### src/rtl/osc_clkdiv.sv
// osc_clkdiv: start-up sequencer and glitch-free /2../16 clock divider
// fed from the oscillator CLKM output.
module osc_clkdiv #(
  parameter int unsigned STARTUP_CYC = 16,
  parameter logic [1:0]  DIV_RESET   = 2'b00
) (
  input  logic       CLKM,
  input  logic       RSTN,
  input  logic [1:0] DIV_SEL,
  input  logic       DIV_REQ,
  input  logic       ENA,
  output logic       CLKOUT,
  output logic       READY,
  output logic       DIV_ACK
);

  typedef enum logic [1:0] {
    S_WAIT = 2'd0,
    S_RUN  = 2'd1,
    S_PEND = 2'd2
  } state_t;

  state_t     state, state_n;
  logic       phase, phase_n;
  logic [2:0] cnt, cnt_n;
  logic [1:0] cur_sel, cur_n;
  logic [1:0] pend_sel, pend_n;
  logic       ena_q, ena_n;
  logic [7:0] su_cnt, su_n;
  logic       rdy_n;
  logic       ack_n;
  logic       wack, wack_n;
  logic       clk_n;

  logic [2:0] h_m1;
  logic       tgl;
  logic       fall;
  logic       su_done;

  always_comb begin
    h_m1 = 3'd0;
    unique case (cur_sel)
      2'd0: h_m1 = 3'd0;
      2'd1: h_m1 = 3'd1;
      2'd2: h_m1 = 3'd3;
      2'd3: h_m1 = 3'd7;
      default: h_m1 = 3'd0;
    endcase
  end

  assign tgl     = (cnt == h_m1);
  assign fall    = tgl & phase;
  assign su_done = (su_cnt == 8'(STARTUP_CYC - 1));

  always_ff @(posedge CLKM or negedge RSTN) begin
    if (!RSTN) state <= S_WAIT;
    else       state <= state_n;
  end

  always_comb begin
    state_n = state;
    unique case (state)
      S_WAIT: if (su_done) state_n = S_RUN;
      S_RUN:  if (DIV_REQ) state_n = S_PEND;
      S_PEND: if (fall)    state_n = S_RUN;
      default: state_n = S_WAIT;
    endcase
  end

  always_comb begin
    phase_n = phase;
    cnt_n   = cnt;
    cur_n   = cur_sel;
    pend_n  = pend_sel;
    ena_n   = ena_q;
    su_n    = su_cnt;
    rdy_n   = READY;
    ack_n   = wack;
    wack_n  = 1'b0;
    unique case (state)
      S_WAIT: begin
        su_n    = su_cnt + 8'd1;
        phase_n = 1'b0;
        cnt_n   = 3'd0;
        if (DIV_REQ) begin
          cur_n  = DIV_SEL;
          wack_n = 1'b1;
        end
        if (su_done) begin
          rdy_n = 1'b1;
          ena_n = ENA;
        end
      end
      S_RUN, S_PEND: begin
        if (tgl) begin
          phase_n = ~phase;
          cnt_n   = 3'd0;
        end else begin
          cnt_n = cnt + 3'd1;
        end
        if (fall) ena_n = ENA;
        if (state == S_RUN) begin
          if (DIV_REQ) pend_n = DIV_SEL;
        end else if (fall) begin
          cur_n = pend_sel;
          ack_n = 1'b1;
        end else if (DIV_REQ) begin
          pend_n = DIV_SEL;
        end
      end
      default: ;
    endcase
    // falling edge is the only point where ratio or enable may change
    clk_n = phase_n & ena_n;
  end

  always_ff @(posedge CLKM or negedge RSTN) begin
    if (!RSTN) begin
      phase    <= 1'b0;
      cnt      <= 3'd0;
      cur_sel  <= DIV_RESET;
      pend_sel <= DIV_RESET;
      ena_q    <= 1'b0;
      su_cnt   <= 8'd0;
      READY    <= 1'b0;
      DIV_ACK  <= 1'b0;
      wack     <= 1'b0;
      CLKOUT   <= 1'b0;
    end else begin
      phase    <= phase_n;
      cnt      <= cnt_n;
      cur_sel  <= cur_n;
      pend_sel <= pend_n;
      ena_q    <= ena_n;
      su_cnt   <= su_n;
      READY    <= rdy_n;
      DIV_ACK  <= ack_n;
      wack     <= wack_n;
      CLKOUT   <= clk_n;
    end
  end

endmodule

### config.mk
export PLATFORM = sky130hd
export DESIGN_NAME = osc_clkdiv
export DESIGN_NICKNAME = d
export VERILOG_FILES = /design/src/rtl/osc_clkdiv.sv
export SDC_FILE = /design/constraint.sdc
export NUM_CORES = 1
export LEC_CHECK = 0
export ABC_CLOCK_PERIOD_IN_PS = 2370
export CAP_MARGIN = 10
export CORE_MARGIN = 2
export CORE_UTILIZATION = 55
export DETAILED_ROUTE_END_ITERATION = 7
export PLACE_DENSITY = 0.76
export SETUP_SLACK_MARGIN = 0.05
export SKIP_LAST_GASP = 1
export SLEW_MARGIN = 15
export SYNTH_ARGS = -nofsm -noshare
export SYNTH_HDL_FRONTEND = slang
export SYNTH_SLANG_ARGS = --single-unit
### constraint.sdc
create_clock -name CLKM -period 2.37 [get_ports CLKM]
set_input_delay 0.474 -clock CLKM [delete_from_list [all_inputs] [get_ports CLKM]]
set_output_delay 0.474 -clock CLKM [all_outputs]
set_load 0.02 [all_outputs]
==> results of run 1 <==
## timing repair
| action | CTS | global route |
|---|---|---|
| endpoints found under the setup margin | 0 | 2 |
| resized for setup | 0 | 2 |
| buffers inserted | 0 | 2 |
## state kept, by name (all words and copies together) (netlist names)
register / flops
cnt: 3
DIV_ACK: 1
wack: 1
cur_sel: 2
su_cnt: 8
state: 2
READY: 1
ena_q: 1
phase: 1
pend_sel: 2
CLKOUT: 1
## cell usage after synthesis, drive strengths merged (3+ instances only)
cell / n / area (um^2)
xor2: 3 / 26.28
nand4b: 3 / 26.28
dfrtp: 23 / 575.6
ha: 8 / 100.1
nand4: 3 / 18.77
mux2: 8 / 90.09
nand2: 9 / 33.78
inv: 6 / 22.52
nor2: 4 / 15.01
xnor2: 4 / 35.03
## critical path: cells and delay by family (launching register included)
family,cells,cell delay [ns]
AOI/OAI and AO/OA,3,0.54
adders and majority gates,1,0.22
DFF,1,0.44
muxes,1,0.37
and+or+nand+nor,1,0.53
## metal layers
metal | global-route usage | share of wire | up-vias
li1 | - | - | 400
met1 | 0.2534 | 0.51 | 382
met2 | 0.2632 | 0.44 | 15
met3 | 0.03274 | 0.040 | 4
met4 | 0.09910 | 0.018 | 0
met5 | 0 | 0 | -
## cells by family after synthesis
logic type	share of synthesized area
AOI/OAI and AO/OA	0.09246
and+or+nand+nor	0.1670
adders and majority gates	0.08404
buffers and inverters	0.02941
xor gates and xnor gates	0.05147
muxes	0.09244
DFF	0.4832
## path summary, 6_finish.rpt
kind / start / endpoint / slack [ns] / depth (start not counted)
worst max register to register: cur_sel[1] / cur_sel[0] / 0.18 / 6
max in group asynchronous: RSTN / phase / 1.66 / 2
worst min register to register: wack / DIV_ACK / 0.47 / 1
worst min-delay path: wack / DIV_ACK / 0.47 / 1
min in group asynchronous: RSTN / su_cnt[5] / 0.49 / 2
worst max-delay path: cur_sel[1] / cur_sel[0] / 0.18 / 6
## per-stage QoR
step,hold slack (ns),instance area (um^2)
5_1_grt,0.4783,1368
4_1_cts,0.4581,1345
3_3_place_gp,0.4294,1315
3_5_place_dp,0.4351,1315
2_1_floorplan,0.1784,1191
6_report,0.4656,1368
## report_power, final
group | leakage [uW] | internal [uW] | switching [uW]
sequential | 0.000286 | 542 | 131
combinational | 0.000334 | 415 | 388
clock | 0.0000139 | 64.3 | 122
## cell type report
cell class	instances	area (um^2)	share of cell area
sequential	23	575.6	0.4209
clock buffer	3	22.52	0.01647
inverter	6	22.52	0.01647
tap	27	33.78	0.02470
multi-input combinational	72	588.1	0.4300
clock inverter	1	7.507	0.005489
timing repair buffer	13	117.6	0.08600
==> impl_metrics.py, run 1 <==
metrics = {
    "outcome": {
        "outcome": "finished, final reports clean",
    },
    "finish": {
        "final_cells": 145,
        "drive_gt1_frac": 0.2034,
        "final_common_cell": "dfrtp_1",
        "syn2layout_area_growth_pct": 14.81,
        "final_nets": 133,
        "final_cell_mix": "dfrtp_1 (23), nand2_1 (9), mux2_2 (8), clkdlybuf4s50_1 (8), ha_1 (7)",
        "antenna_cells": 0,
        "fin_util": 0.6831,
        "nFillCells": 160,
    },
    "run": {
        "maxCapViolations": 0,
    },
    "placed_design": {
        "place_inst": 139,
        "preCtsSetupSlack_ns": 0.1126,
        "globalplace.congestion": 0.7947,
        "io_buffers": 8,
        "hpwl_mm": 1.423,
    },
    "pwr": {
        "ir_drop_mv": 0.7773,
        "power.total_uw": 1662,
        "p_leak_uw": 0.0006335,
        "p_per_area_mw_per_mm2": 1215,
    },
    "global_routing": {
        "grt_max_degree": 24,
        "grt_pass1_vias": 783,
        "overflow": 0,
        "grt_use_total": 0.1804,
        "antenna_found_initial": 0,
        "grt_pass1_wl_mm": 3.381,
    },
    "floorplanning": {
        "fp.dieW_um": 50.54,
        "fp-row-count": 16,
        "design.core.area_mm2": 0.002002,
        "initial_core_util": 0.5950,
        "die_h_um": 50.54,
        "die-area_mm2": 0.002554,
        "io_pins": 9,
    },
    "drt": {
        "avgViaCountPerCell": 5.524,
        "wl_mm": 1.911,
        "wl_per_cell_um": 13.18,
        "vias": 801,
        "drc": 0,
        "drtPass1Iterations": 4,
        "route.antenna.remaining_nets": 0,
        "drt-initial-drc-count": 15,
    },
    "timing": {
        "finalWorstSetupSlack_ns": 0.1773,
        "fmax_mhz": 456.1,
        "min_period_ns": 2.193,
        "slew_headroom": 0.7075,
        "drv_slew": 0,
        "timing.final.crit_share": 0.9252,
        "finalSetupViolations": 0,
        "finClkSkew_ns": 0.0006364,
        "rsz0062_at_grt": "false",
        "hold_viol_final": 0,
        "finalSetupTns_ns": 0,
        "tightest_slew_ns": 0.4352,
    },
    "yosys": {
        "synth_warnings": 0,
        "synth_cells": 104,
        "synth-seq-cells": 23,
        "synth.distinct_cells": 37,
        "synthArstFlopShare": 1.000,
        "synth_fp_nets": 118,
        "avgSynthCellArea_um2": 11.45,
        "synth-seq-area-share": 0.4832,
        "synth.cell_area_mm2": 0.001191,
        "synth_edf_count": 0,
        "synth_flop_cell": "dfrtp_1",
    },
    "clock_tree": {
        "cts_htree_levels": 1,
        "cts_root_buf": "clkbuf_4",
        "tritoncts": "built",
        "clkTransAtPathRegs_ns": 0.13,
        "cts_hold_buf": 0,
        "clk_latency_ns": 0.31,
        "clk_path_buf_depth": 2,
        "numCtsBuffers": 3,
        "cts.sinks": 23,
    },
    "min_path": {
        "hp-class": "reg -> reg",
    },
    "setup_path": {
        "critPathKind": "reg -> reg",
        "crit_fanout": 5,
        "cp.required_ns": 2.58,
        "crit_path_top_delay_cell": "or4_4",
        "worst_setup_path_start_kind": "flip-flop",
        "worst_ep_arrival_time_ns": 2.40,
        "endpoint_kind": "flip-flop",
        "cp_cell_sequence": "or4_4 > o21ai_0 > ha_2 > o22ai_1 > a211oi_2 > mux2_2",
        "slowest_delay_ns": 0.53,
    },
}
(Power assumes the default switching activity.)
==> run 2: changes to the inputs <==
--- a/config.mk
+++ b/config.mk
@@ -5,12 +5,13 @@
 export SDC_FILE = /design/constraint.sdc
 export NUM_CORES = 1
 export LEC_CHECK = 0
-export ABC_CLOCK_PERIOD_IN_PS = 2370
+export ABC_CLOCK_PERIOD_IN_PS = 1900
 export CAP_MARGIN = 10
 export CORE_MARGIN = 2
 export CORE_UTILIZATION = 55
 export DETAILED_ROUTE_END_ITERATION = 7
-export PLACE_DENSITY = 0.76
+export DONT_BUFFER_PORTS = 1
+export PLACE_DENSITY = 0.73
 export SETUP_SLACK_MARGIN = 0.05
 export SKIP_LAST_GASP = 1
 export SLEW_MARGIN = 15
==> constraint.sdc (replaced) <==
create_clock -name CLKM -period 1.9 [get_ports CLKM]
set_input_delay 0.38 -clock CLKM [delete_from_list [all_inputs] [get_ports CLKM]]
set_output_delay 0.38 -clock CLKM [all_outputs]
set_load 0.02 [all_outputs]
==> run 2 against run 1 <==
  * Count of clock-buffer cells in the layout unchanged
  * Wire length increased by 8.0%
  * Final area increased by 2.4%
  * The flow now finishes with violations (negative setup slack)
  * Clock power increased by 25%
  * Largest cell class unchanged
  * Register-to-register slack got worse by 0.35 ns
  * Clock skew increased by 0.015 ns
  * Non-clock buffer count decreased by 1
  * Critical endpoint is now cur_sel[1]
  * Combinational power increased by 44%
==> impl_metrics.py, run 2 (synthesized netlist as in run 1, its figures left out) <==
metrics = {
    "finish": {
        "fin_util": 0.6994,
        "final_nets": 132,
        "final_common_cell": "dfrtp_1",
        "drive_gt1_frac": 0.2991,
        "syn2layout_area_growth_pct": 17.54,
        "nFillCells": 140,
        "antenna_cells": 0,
        "largest_register_ff_count": 8,
        "final_cell_mix": "dfrtp_1 (23), buf_4 (10), nand2_1 (9), mux2_2 (7), ha_1 (7)",
        "multi_input_area_um2": 641.9,
        "register_area_um2": 575.6,
        "top_register": "su_cnt",
        "top_regs": "su_cnt (8), cnt (3)",
    },
    "timing": {
        "rsz0062_at_grt": "true",
        "slew_headroom": 0.3202,
        "tightest_slew_ns": 1.016,
        "fmax_mhz": 482.7,
        "min_period_ns": 2.072,
        "timing.final.crit_share": 1.090,
        "finClkSkew_ns": 0.01595,
        "finalWorstSetupSlack_ns": -0.1717,
        "drv_slew": 0,
        "finalSetupViolations": 8,
        "hold_viol_final": 0,
    },
    "drt": {
        "drtPass1Iterations": 2,
        "vias": 817,
        "drc": 0,
        "drt-initial-drc-count": 8,
        "avgViaCountPerCell": 5.674,
        "wl_per_cell_um": 14.33,
        "wl_mm": 2.063,
        "route.antenna.remaining_nets": 0,
    },
    "setup_path": {
        "worst_ep_arrival_time_ns": 2.30,
        "reg2reg_setup_slack_ns": -0.17,
        "rr_worst_depth": 6,
        "slowest_delay_ns": 0.53,
        "path_depth": 6,
        "crit_family": "simple AND/OR/NAND/NOR gates",
        "critPathKind": "reg -> reg",
        "cp.required_ns": 2.13,
        "worst_setup_path_start_kind": "flip-flop",
        "crit_fanout": 4,
        "cp_cell_sequence": "or4_4 > o21ai_2 > ha_4 > o22ai_1 > a211oi_2 > mux2_2",
        "crit_path_top_delay_cell": "or4_4",
        "endpoint_kind": "flip-flop",
        "path_buf_inv": 0,
    },
    "floorplanning": {
        "design.core.area_mm2": 0.002002,
        "fp-row-count": 16,
        "fp.dieW_um": 50.54,
        "io_pins": 9,
        "initial_core_util": 0.5950,
        "die_h_um": 50.54,
        "die-area_mm2": 0.002554,
    },
    "pwr": {
        "p_leak_uw": 0.0006459,
        "ir_drop_mv": 1.252,
        "p_per_area_mw_per_mm2": 1609,
        "power.total_uw": 2253,
    },
    "clock_tree": {
        "clk_latency_ns": 0.32,
        "clkTransAtPathRegs_ns": 0.14,
        "cts_htree_levels": 1,
        "cts_root_buf": "clkbuf_4",
        "numCtsBuffers": 3,
        "tritoncts": "built",
        "cts.sinks": 23,
        "clk_path_buf_depth": 2,
    },
    "placed_design": {
        "hpwl_mm": 1.518,
        "globalplace.congestion": 0.8503,
        "io_buffers": 0,
    },
    "global_routing": {
        "grt_use_total": 0.1899,
        "grt_max_degree": 24,
        "overflow": 0,
        "grt_pass1_wl_mm": 3.574,
        "grt_pass1_vias": 834,
        "antenna_found_initial": 0,
    },
    "outcome": {
        "outcome": "finished, violations left",
        "violations": "negative setup slack",
    },
    "min_path": {
        "hold_depth": 1,
        "hp-class": "in -> reg",
    },
    "run": {
        "maxCapViolations": 0,
    },
}
-- run 2: changes by cell type in the layout (fill, tap and decap cells not counted), sizes merged --
cell           before  now
dlygate4sd3         0    1
clkdlybuf4s50       8    0
buf                 5   11
-- run 2: path summary, 6_finish.rpt --
check | from | to
worst max-delay path | cur_sel[1] | cur_sel[1]
worst min-delay path | DIV_SEL[1] | pend_sel[1]
worst max register to register | cur_sel[1] | cur_sel[1]
worst min register to register | su_cnt[7] | su_cnt[7]
max in group asynchronous | RSTN | su_cnt[5]
min in group asynchronous | RSTN | cur_sel[0]
-- run 2: final cells by class --
| type | instances | share of cell area |
|---|---|---|
| inverters | 6 | 0.01609 |
| clock inverters | 1 | 0.005362 |
| flip-flops and latches | 23 | 0.4111 |
| well taps | 27 | 0.02413 |
| repair buffers | 12 | 0.06881 |
| clock buffers | 3 | 0.01609 |
| multi-input cells | 72 | 0.4584 |
-- run 2: per-stage QoR --
stage	hold slack, ns	cell area, um^2	cells	TNS, ns	worst slack [ns]
after floorplan	0.08441	1207	104	-0.2135	-0.1068
after global placement	0.08485	1289	136	-0.4918	-0.1460
after detailed placement	0.08486	1289	136	-0.6220	-0.1994
after CTS	0.1758	1344	143	-0.9619	-0.2181
after global routing	0.1614	1400	144	-1.495	-0.2498
final	0.1936	1400	144	-0.8528	-0.1717
-- run 2: repair_timing --
action                                  4_1_cts  5_1_grt
pin swaps                                     2        1
hold buffers                                  1        0
endpoints found under the hold margin        23        0
resized for setup                             0        9
endpoints found under the setup margin        8       10
buffers inserted                              2        1
-- run 2: per-layer routing --
| layer | track usage | vias to the layer above | share of wire |
|---|---|---|---|
| li1 | - | 402 | - |
| met1 | 0.2320 | 403 | 0.47 |
| met2 | 0.3092 | 12 | 0.48 |
| met3 | 0.08631 | 0 | 0.057 |
| met4 | 0.04054 | 0 | 0 |
| met5 | 0 | - | 0 |
-- run 2: report_power, final --
| part | switching, uW | total, uW | internal (uW) |
|---|---|---|---|
| combinational | 543 | 1160 | 613 |
| sequential | 189 | 865 | 676 |
| clock | 151 | 232 | 80.6 |
==> edit, RTL diff (config.mk and constraints of run 1) <==
Register the inputs `DIV_SEL` and `DIV_REQ` before use. The logic sees them one clock later. The other inputs are not delayed to match.
--- a/src/rtl/osc_clkdiv.sv
+++ b/src/rtl/osc_clkdiv.sv
@@ -19,6 +19,14 @@
     S_RUN  = 2'd1,
     S_PEND = 2'd2
   } state_t;
+
+  logic [1:0] DIV_SEL_q;
+  logic DIV_REQ_q;
+
+  always_ff @(posedge CLKM) begin
+    DIV_SEL_q <= DIV_SEL;
+    DIV_REQ_q <= DIV_REQ;
+  end
 
   state_t     state, state_n;
   logic       phase, phase_n;
@@ -61,7 +69,7 @@
     state_n = state;
     unique case (state)
       S_WAIT: if (su_done) state_n = S_RUN;
-      S_RUN:  if (DIV_REQ) state_n = S_PEND;
+      S_RUN:  if (DIV_REQ_q) state_n = S_PEND;
       S_PEND: if (fall)    state_n = S_RUN;
       default: state_n = S_WAIT;
     endcase
@@ -82,8 +90,8 @@
         su_n    = su_cnt + 8'd1;
         phase_n = 1'b0;
         cnt_n   = 3'd0;
-        if (DIV_REQ) begin
-          cur_n  = DIV_SEL;
+        if (DIV_REQ_q) begin
+          cur_n  = DIV_SEL_q;
           wack_n = 1'b1;
         end
         if (su_done) begin
@@ -100,12 +108,12 @@
         end
         if (fall) ena_n = ENA;
         if (state == S_RUN) begin
-          if (DIV_REQ) pend_n = DIV_SEL;
+          if (DIV_REQ_q) pend_n = DIV_SEL_q;
         end else if (fall) begin
           cur_n = pend_sel;
           ack_n = 1'b1;
-        end else if (DIV_REQ) begin
-          pend_n = DIV_SEL;
+        end else if (DIV_REQ_q) begin
+          pend_n = DIV_SEL_q;
         end
       end
       default: ;
Check against the original RTL: not equivalent (Yosys sat finds a counterexample within 4 cycles, from zero or initial values and one cycle with RSTN low).
==> edit against run 1 <==
- worst setup slack better by 0.11 ns
- sequential cell count is 3 higher
- global-route usage is 1.1 points lower
- design area is 1.4% higher
- power is 0.39% lower
- largest cell class is now registers
- synthesized area is 5.0% higher
- wire length is 0.37% lower
- critical path depth is 1 higher
==> edit: results (changes against run 1) <==
.. list-table::
   :header-rows: 1

   * - Metric
     - Value
   * - List of most frequent post-synthesis cells
     - 23 x dfrtp_1, 13 x nand2_1, 9 x inv_1
   * - Arrival @ worst endpoint
     - 2.29 ns (-0.11 ns)
   * - Min-Delay Endpoint
     - DIV_ACK
   * - Status
     - complete, no violations
   * - Launch instance of the worst min-delay path
     - wack
   * - Number of global-route vias before repair
     - 779 (-0.51%)
   * - First drt pass iteration count
     - 3 (-1)
   * - # resized after CTS
     - 0 (unchanged)
   * - Placer Congestion
     - 0.796 (+0.11%)
   * - Final #Nets
     - 134 (+0.75%)
   * - Top cells by area, synth
     - dfrtp_1 46%, ha_1 8.0%, dfxtp_1 4.8%, mux2_2 4.5%, nand2_1 3.9%
   * - Global-route wire length before repair
     - 3340 µm (-1.2%)
   * - Number of port buffers
     - 8 (unchanged)
   * - Actual transition at the worst max-transition pin
     - 0.352 ns (-0.0835 ns)
   * - Number of buffers created by CTS
     - 3 (unchanged)
   * - Ant. Diodes
     - 0 (unchanged)
   * - Count of synthesis-stage warnings from yosys
     - 0 (unchanged)
   * - Maximum fanout along the worst path
     - 5 (unchanged)
   * - Final Hold Violating Endpoints
     - 0 (unchanged)
   * - Leakage
     - 0.634 nW (+0.15%)
   * - Post-CTS Setup Inserts
     - 0 (unchanged)
   * - CTS clock-pin slew for the worst setup and hold paths
     - 0.14 ns
   * - R2r setup slk
     - 0.29 ns (+0.11 ns)
   * - Most instantiated flip-flop cell in the synthesis netlist
     - dfrtp_1
   * - Overall via count from detail_route
     - 795 (-0.75%)
   * - Clock Tree Buf Depth
     - 2 (unchanged)
   * - Number of filler instances in the final layout
     - 173 (+8.1%)
   * - Cell chosen for the clock root
     - clkbuf_4
   * - Total track usage
     - 17.0% (-1.1 points)
   * - Share of synthesized flip-flops with an asynchronous set or reset
     - 88.5% (-12 points)
   * - Clock insertion delay at the later pin of the skew report
     - 0.31 ns (about the same)
   * - First-iteration detailed-routing DRC count
     - 7 (-8)
   * - Largest registers ranked by flip-flop count
     - su_cnt (8), cnt (3)
   * - Share of cells above drive strength 1
     - 12.6% (-7.7 points)
   * - Cell depth of the worst flop-to-flop path
     - 7 (+1)
   * - Sequential cell area fraction in the yosys report
     - 50.8% (+2.5 points)
   * - Average detailed-routed wire length per instance
     - 13.0 µm (-1.7%)
   * - Hold depth
     - 1 (unchanged)
   * - Deepest level of the CTS H-tree
     - 1 (unchanged)
   * - Net switching power of the design
     - 0.640 mW (about the same)
   * - Antenna violations before repair
     - 0 (unchanged)
   * - Maximum number of pins on one net before global-route repair
     - 24 (unchanged)
   * - Tightest Hold Check Type
     - flop to flop
   * - HPWL after detailed placement
     - 1430 µm (+0.72%)
   * - Distinct cell type count of the synthesized netlist
     - 37 (unchanged)
   * - Worst-case vdd ir drop
     - 0.787 mV (+1.3%)
   * - Start of the worst register-to-register path
     - cur_sel[1]
   * - R2R Path End
     - cur_sel[1]
   * - Worst clock skew
     - 0.00934 ns (+0.00870 ns)
   * - Synthesized Nets
     - 123 (+4.2%)
## edit: per-stage QoR
step / worst slack, ns / hold WS, ns / cell area, µm² / cells
after floorplan: 0.496 / 0.178 / 1250 / 109
after global placement: 0.385 / 0.440 / 1360 / 143
after detailed placement: 0.294 / 0.432 / 1360 / 143
after CTS: 0.275 / 0.470 / 1390 / 147
after global routing: 0.158 / 0.495 / 1390 / 147
final: 0.285 / 0.470 / 1390 / 147
## edit: layout make-up
| class | instances | area, µm² | share of cell area, % |
|---|---|---|---|
| Tap cell | 28 | 35.0 | 2.53 |
| Sequential cell | 26 | 636 | 45.8 |
| Clock buffer | 4 | 26.3 | 1.90 |
| Multi-Input combinational cell | 71 | 568 | 41.0 |
| Inverter | 9 | 33.8 | 2.44 |
| Timing Repair Buffer | 9 | 87.6 | 6.32 |
## edit: power groups by stage
stage | sequential (mW) | combinational [mW] | clock [mW]
4_1_cts | 0.728 | 0.742 | 0.193
2_1_floorplan | 0.715 | 0.596 | 0
3_5_place_dp | 0.737 | 0.740 | 0
6_report | 0.729 | 0.740 | 0.187
5_1_grt | 0.750 | 0.826 | 0.212
3_3_place_gp | 0.725 | 0.719 | 0
## edit: kinds of logic after synthesis
| family | Yosys count | synth area share (%) |
|---|---|---|
| multiplexers | 9 | 7.90 |
| adder cells (fa/ha/maj) | 8 | 8.00 |
| AND/OR/NAND/NOR | 31 | 15.0 |
| flip-flops | 26 | 50.8 |
| buffers and inverters | 12 | 3.80 |
| AO/OA/AOI/OAI | 16 | 9.60 |
| XOR/XNOR | 7 | 4.90 |
## edit: how the worst max path moves through the flow
| stage | startpoint | end | slack, ns | depth (start not counted) |
|---|---|---|---|---|
| after floorplan | cur_sel[1] | cur_sel[0] | 0.50 | 7 |
| after global placement | cur_sel[1] | cur_sel[0] | 0.39 | 7 |
| after detailed placement | cur_sel[1] | cur_sel[0] | 0.29 | 7 |
| after CTS | cur_sel[1] | cur_sel[0] | 0.28 | 7 |
| after global routing | cnt[1] | cur_sel[0] | 0.16 | 7 |
| final | cur_sel[1] | cur_sel[1] | 0.29 | 7 |
## edit: critical path, cell delays in order, from the launching register on
cell	delay, ns
dfrtp_1	0.45
nor4b_2	0.39
o31ai_4	0.14
nand2_1	0.09
ha_1	0.23
nor2b_1	0.10
nor3_2	0.23
mux2_1	0.35
## edit: routing by layer
metal / routed length, µm / GRT usage (%)
met5: 0 / 0
met4: 30 / 8.77
met3: 58 / 2.87
met2: 832 / 25.0
met1: 983 / 24.0
